## config.mk

```make
export PLATFORM = sky130hd
export DESIGN_NAME = pio_in_edge_irq
export DESIGN_NICKNAME = d
export VERILOG_FILES = /design/src/rtl/pio_in_edge_irq.sv
export SDC_FILE = /design/constraint.sdc
export NUM_CORES = 1
export LEC_CHECK = 0
export ABC_AREA = 1
export CAP_MARGIN = 20
export CORE_UTILIZATION = 48
export CTS_CLUSTER_DIAMETER = 120
export CTS_CLUSTER_SIZE = 14
export DETAILED_ROUTE_END_ITERATION = 8
export GPL_ROUTABILITY_DRIVEN = 0
export MAX_ROUTING_LAYER = met4
export PLACE_DENSITY = 0.76
export SYNTH_ARGS = -nofsm -noshare
export SYNTH_HDL_FRONTEND = slang
export SYNTH_SLANG_ARGS = --single-unit
```

## constraint.sdc

```tcl
create_clock -name clk -period 1.2 [get_ports clk]
set_clock_uncertainty 0.05 [all_clocks]
set_input_delay 0.24 -clock clk [delete_from_list [all_inputs] [get_ports clk]]
set_output_delay 0.24 -clock clk [all_outputs]
set_load 0.05 [all_outputs]
```

## src/rtl/pio_in_edge_irq.sv

```systemverilog
// pio_in_edge_irq: Avalon-MM input PIO with a synchroniser, per-bit edge
// detection, a sticky edge-capture register and a maskable registered IRQ.
//   clk, reset     : clock and synchronous active-high reset
//   address        : word address (0 data, 1 reserved, 2 irq mask, 3 capture)
//   chipselect     : slave select
//   write_n        : active-low write strobe
//   writedata      : write data (bits above WIDTH ignored)
//   readdata       : registered read data, one cycle latency
//   in_port        : asynchronous external inputs
//   irq            : registered interrupt request
module pio_in_edge_irq #(
  parameter int unsigned      WIDTH            = 32,
  parameter int unsigned      SYNC_STAGES      = 2,
  parameter int unsigned      EDGE_TYPE        = 0,
  parameter int unsigned      IRQ_TYPE         = 1,
  parameter int unsigned      BIT_CLEARING     = 1,
  parameter logic [WIDTH-1:0] RESET_VALUE_MASK = '0
) (
  input  logic             clk,
  input  logic             reset,
  input  logic [1:0]       address,
  input  logic             chipselect,
  input  logic             write_n,
  input  logic [31:0]      writedata,
  output logic [31:0]      readdata,
  input  logic [WIDTH-1:0] in_port,
  output logic             irq
);

  logic [WIDTH-1:0] r_sync [SYNC_STAGES];
  logic [WIDTH-1:0] w_sync_q;
  logic [WIDTH-1:0] r_prev;
  logic [WIDTH-1:0] w_det;
  logic [WIDTH-1:0] r_cap;
  logic [WIDTH-1:0] w_clr;
  logic [WIDTH-1:0] r_mask;
  logic [2:0]       r_prime;
  logic             w_wr;
  logic [31:0]      w_rd;
  logic [31:0]      r_readdata;
  logic             r_irq;
  logic             w_unused_wd;

  assign w_wr        = chipselect & ~write_n;
  assign w_sync_q    = r_sync[SYNC_STAGES-1];
  assign readdata    = r_readdata;
  assign irq         = r_irq;
  assign w_unused_wd = ^writedata;

  always_ff @(posedge clk) begin
    if (reset) begin
      for (int unsigned k = 0; k < SYNC_STAGES; k++) r_sync[k] <= '0;
      r_prev <= '0;
    end else begin
      r_sync[0] <= in_port;
      for (int unsigned k = 1; k < SYNC_STAGES; k++) r_sync[k] <= r_sync[k-1];
      r_prev <= w_sync_q;
    end
  end

  // Priming counter: covers the cycles in which the freshly cleared
  // synchroniser fills, so inputs already high at reset raise no edge.
  always_ff @(posedge clk) begin
    if (reset) r_prime <= 3'(SYNC_STAGES + 1);
    else if (r_prime != '0) r_prime <= r_prime - 3'd1;
  end

  always_comb begin
    w_det = '0;
    if (r_prime == '0) begin
      case (EDGE_TYPE)
        0:       w_det = w_sync_q & ~r_prev;
        1:       w_det = ~w_sync_q & r_prev;
        default: w_det = w_sync_q ^ r_prev;
      endcase
    end
  end

  always_comb begin
    w_clr = '0;
    if (w_wr && address == 2'd3) begin
      if (BIT_CLEARING != 0) w_clr = writedata[WIDTH-1:0];
      else                   w_clr = '1;
    end
  end

  // New edges OR in after the clear so a coincident clear cannot drop them.
  always_ff @(posedge clk) begin
    if (reset) r_cap <= '0;
    else       r_cap <= (r_cap & ~w_clr) | w_det;
  end

  always_ff @(posedge clk) begin
    if (reset) begin
      r_mask <= (IRQ_TYPE != 0) ? RESET_VALUE_MASK : '0;
    end else if (IRQ_TYPE != 0 && w_wr && address == 2'd2) begin
      r_mask <= writedata[WIDTH-1:0];
    end
  end

  always_ff @(posedge clk) begin
    if (reset) begin
      r_irq <= 1'b0;
    end else begin
      case (IRQ_TYPE)
        1:       r_irq <= |(r_cap & r_mask);
        2:       r_irq <= |(w_sync_q & r_mask);
        default: r_irq <= 1'b0;
      endcase
    end
  end

  always_comb begin
    w_rd = '0;
    case (address)
      2'd0:    w_rd[WIDTH-1:0] = w_sync_q;
      2'd2:    w_rd[WIDTH-1:0] = r_mask;
      2'd3:    w_rd[WIDTH-1:0] = r_cap;
      default: w_rd = '0;
    endcase
  end

  always_ff @(posedge clk) begin
    if (reset) r_readdata <= '0;
    else       r_readdata <= w_rd;
  end

endmodule
```

---- After elaboration in Yosys (flattened, before gate mapping) ----
Memory sizes are Yosys's and may differ from the RTL's.
Index checks and enable logic that the tools add are counted.
word-level totals
  output and inout port bits .............. 33
  latch bits .............................. 0
  register bits ........................... 132
  memories ................................ 1
  logic and storage cells ................. 34
  RAM bits ................................ 64
  bits in read-only memories .............. 0
memories
  name    words  width  read ports  clocked after Yosys merged registers in  write ports  line  RTL
  r_sync  2      32     2           0                                        2            30    logic [WIDTH-1:0] r_sync [SYNC_STAGES];
cells by class
  multiplexer cells ....................... 8
  div/mod/pow operators ................... 0
  reductions and logical operators ........ 6
  multipliers ............................. 0
  equality and inequality tests ........... 2
  bitwise logic cells ..................... 10
  shift-type cells ........................ 0
  $add $sub $neg .......................... 1
  $lt $le $gt $ge ......................... 0
operators by type and width
  cell                 number
  $mux 32              4
  $and 32x32->32       3
  $pmux 32 s3          1
  $not 32->32          2
  $or 32x32->32        1
  $reduce_or 32->1     1
  $eq 2x2->1 const B   2
  $logic_not 3->1      1
  $mux 1               3
  $reduce_bool 3->1    1
  $sub 3x1->3 const B  1
  $logic_and 1x1->1    2
  $logic_not 2->1      1
  $or 1x1->1           2
  $and 1x1->1          1
  $not 1->1            1

---- Logic depth before layout (Yosys ltp) ----
  depth in word-level cells ............... 7
  depth in mapped cells ................... 7
  mapped depth without buffers ............ 6

---- Least setup slack after synthesis ----
No wires, ideal clock.
  path type ............................... register to register
  from .................................... register r_prime[0]
  to ...................................... register r_cap[10]
  arrival ................................. 1.129 ns
  cell stages (with the launch flop) ...... 8
  setup time .............................. 0.065 ns
  buffers on the path ..................... 1
  period minus slack after synthesis ...... 1.244 ns
  slack ................................... -0.044 ns
  data required time ...................... 1.085 ns
  path through ............................ dfxtp_1 inv_1 ha_1 inv_1 nor2_2 buf_2 a22oi_1 nor2_1
on the way
  cells in the longest elaborated chain, start to end .. 3
RTL lines
  what                    line  RTL
  from (decl)             37    logic [2:0] r_prime;
  from (signal assigned)  64    if (reset) r_prime <= 3'(SYNC_STAGES + 1);
  from (signal assigned)  65    else if (r_prime != '0) r_prime <= r_prime - 3'd1;
  $logic_not 3->1         70    if (r_prime == '0) begin
  $mux 32                 70
  $or 32x32->32           90    else r_cap <= (r_cap & ~w_clr) | w_det;
  to (signal assigned)    90
  to (decl)               34    logic [WIDTH-1:0] r_cap;
Every way passes these cells.
A chain may end at the register's enable or synchronous reset.

---- Worst setup path in the final report ----
  from .................................... register r_prime[0]
  to ...................................... register r_cap[15]
The elaborated chain is that of the path after synthesis.

==> impl_metrics.csv <==
group,metric,value,unit
run_status,status,"finished with violations",
run_status,violations,"setup timing",
critical_path,cp_num_buf_inv,3,
cells_and_area,final_nets,1106,
critical_path,crit_fanout,18,
clock_tree,cts_root_buf,"clkbuf_16",
synthesis,async_flop_share,0,%
critical_path,reg2reg_setup_slack,-0.12,ns
floorplanning,pin_count,103,
synthesis,synth.largest_area_cell,"dfxtp_1",
cells_and_area,area_growth,39.6,%
synthesis,netlist_instances,918,
detailed_routing,avgViaCountPerCell,5.00,
sta,min_period_over_period,110,%
hold_path,min_path_cells,3,
detailed_routing,drtIter0Drc,614,
cells_and_area,seqCellArea,3970,sq um
cells_and_area,diodes,0,
detailed_routing,drc_errors,0,
floorplanning,core.rowCount,43,
synthesis,synth_nets,990,
synthesis,synth_flop_cell,"dfxtp_1",
power,powerDensity,1400,nW/um^2
global_routing,grt_pass1_wl,26900,um
global_routing,gr-total-overflow,0,
sta,setup_ws,-0.117,ns
synthesis,yosysMostFrequentCell,"dfxtp_1",
synthesis,synth_cell_types,19,
synthesis,synth_seq_cells,196,
synthesis,synth_top_area_share,55.8,%
clock_tree,cts_inserted_buffers,17,
detailed_routing,detail-route-antenna-nets,0,
hold_path,hold_path_end,"r_prev[17]",
cells_and_area,multiInputGateArea,2490,sq um
floorplanning,core,14100,sq um
critical_path,timing.rr.end,"r_cap[15]",
sta,slew_violations,0,
sta,hold_viol_final,0,
clock_tree,cts_sinks,196,
global_routing,grt_max_degree,48,
clock_tree,clock_path_buffers,2,
synthesis,synth_edf_count,0,
job,drv_cap,0,
sta,tightestPinTransition,0.294,ns
critical_path,slowest_delay,0.32,ns
cells_and_area,drive_gt1_share,17.5,%
cells_and_area,final_area,9820,sq um
synthesis,synth_warnings,0,
cells_and_area,nFillCells,1035,
critical_path,cpLargestDelayFamily,"flip-flops",
synthesis,seq_area_frac_synth,55.8,%
power,ir_drop,1.11,mV
detailed_routing,drt-wirelength-per-cell,13.9,um
power,leakagePower,4.34,nW
critical_path,crit_slowest_cell,"dfxtp_2",
floorplanning,initial_core_util,49.9,%
synthesis,ys_top_cells_by_area,"dfxtp_1 56%, nor2_1 10%, inv_1 8.2%",
sta,slew_headroom,80.4,%
sta,min_period,1.32,ns
critical_path,path_cells,"inv_2, ha_4, inv_4, nor2_4, buf_12, a22oi_1, nor2_1",
critical_path,reg2reg_depth,7,
synthesis,ys_top_cells_by_count,"196 x dfxtp_1, 194 x nor2_1, 153 x inv_1, 119 x nand2_1, 60 x o21ai_1",
sta,rsz0062_at_grt,"true",
clock_tree,clkTransAtPathRegs,0.06,ns
floorplanning,dieHeight,123,um
placement,post-dp-hpwl,10700,um
hold_path,hold_class,"in -> reg",
detailed_routing,routed_wl,17000,um
floorplanning,die-width,123,um
global_routing,track_usage,24.0,%
sta,fmax,759,MHz
critical_path,path_class,"reg -> reg",
placement,port_buffers,102,
critical_path,worstPathArrival,1.63,ns
critical_path,cp-start-kind,"flip-flop",
sta,setup_viol,38,
synthesis,avgSynthCellArea,7.66,sq um
synthesis,syn-cell-area,7030,sq um
detailed_routing,num_vias,6128,
placement,place_area,8830,sq um
critical_path,worstReg2RegStart,"r_prime[0]",
placement,place_ws,-0.603,ns
critical_path,endpoint_kind,"flip-flop",
critical_path,required,1.51,ns
hold_path,min_from,"reset",
global_routing,grt_pass1_vias,5592,
clock_tree,clk_latency,0.43,ns
clock_tree,htree_levels,4,
clock_tree,cts_tree,"yes",
clock_tree,holdBufCountCts,0,
floorplanning,die_area,15100,sq um
global_routing,antenna_found_initial,0,
detailed_routing,drtPass1Iterations,6,
## routing by layer
metal  routed length, um  share of wire, %  global-route usage (%)  vias to the layer above
met5                   0                 0                       -                        -
li1                    -                 -                       -                     3053
met2                8270                49                    38.3                      242
met3                1050               6.2                    5.17                       26
met4                 282               1.7                    8.43                        0
met1                7380                43                    30.1                     2807
## kinds of logic (layout without fill, tap and decap cells)
kind of cell / count (synthesis) / in the layout / synth area share [%]
flops: 196 / 196 / 55.8
fa+ha+maj: 2 / 2 / 0.356
xor+xnor: 1 / 1 / 0.125
compound gates: 131 / 131 / 10.5
buf+inv: 206 / 334 / 11.6
simple gates: 382 / 382 / 21.7
## tightest hold or removal path: stages
cell	delay (ns)
buf_4	0.10
buf_12	0.18
nor2_1	0.06
## registers in the layout (all words and copies together), names as in the netlist
signal,count
irq,1
r_cap,32
r_prime,3
readdata,32
r_sync,64
r_mask,32
r_prev,32
## report_power, final
group / switching [W] / internal, W / total [W]
clock: 0.00236 / 0.00313 / 0.00548
sequential: 0.000112 / 0.00673 / 0.00685
combinational: 0.000749 / 0.000700 / 0.00145
## cells in the final DEF, fill, tap and decap left out, types with 2 or more instances in the layout
| cell type | instances |
|---|---|
| nor2_1 | 191 |
| dfxtp_1 | 161 |
| inv_1 | 149 |
| nand2_1 | 119 |
| clkdlybuf4s50_1 | 64 |
| o21ai_1 | 60 |
| buf_12 | 49 |
| nand3_1 | 44 |
| dfxtp_2 | 34 |
| a21oi_1 | 22 |
| buf_4 | 22 |
| nor3_1 | 21 |
| clkbuf_16 | 20 |
| a22oi_2 | 19 |
| o21ai_0 | 13 |
| a22oi_1 | 13 |
| inv_2 | 6 |
| clkbuf_8 | 5 |
| nor2_4 | 4 |
| inv_4 | 3 |
| o21ai_2 | 3 |
| clkinvlp_4 | 3 |
| ha_4 | 2 |
| clkbuf_1 | 2 |
| clkinv_2 | 2 |
| dlygate4sd2_1 | 2 |
| dlymetal6s2s_1 | 2 |
| buf_6 | 2 |
## metrics by stage
| step | instances | utilization, % | power [W] | hold WS (ns) | setup TNS (ns) |
|---|---|---|---|---|---|
| 2_1_floorplan | 918 | - | 0.00756 | 0.297 | -0.194 |
| 3_3_place_gp | 1187 | 62.6 | 0.00820 | 0.339 | -50.44 |
| 3_5_place_dp | 1187 | 62.6 | 0.00822 | 0.342 | -50.58 |
| 4_1_cts | 1222 | 68.2 | 0.0138 | 0.127 | -1.70 |
| 5_1_grt | 1226 | 69.6 | 0.0142 | 0.149 | -4.76 |
| 6_report | 1226 | 69.6 | 0.0138 | 0.152 | -1.99 |
## how the worst max path moves through the flow
stage,from,endpoint,slack (ns),depth (start not counted)
floorplan,r_prime[0],r_cap[10],-0.01,7
global placement,address[0],readdata[5],-0.60,8
detailed placement,address[1],r_cap[15],-0.60,8
CTS,r_prime[0],r_cap[9],-0.08,8
global route,r_prime[0],r_cap[15],-0.19,7
finish,r_prime[0],r_cap[15],-0.12,7
## cell type report
class                   count  share of cell area, %
multi-input cells         516                   25.4
inverters                 158                   6.12
well taps                 180                   2.29
flip-flops and latches    196                   40.4
repair buffers            145                   19.9
clock buffers              24                   5.11
clock inverters             7                  0.726
## repair_timing
| item | 4_1_cts | 5_1_grt |
|---|---|---|
| pin swaps | 0 | 8 |
| resized for setup | 62 | 28 |
| cloned | 1 | 3 |
| endpoints found under the hold margin | 0 | 0 |
| buffers inserted | 3 | 2 |
| setup endpoints to repair | 130 | 75 |
(Power assumes the default switching activity.)
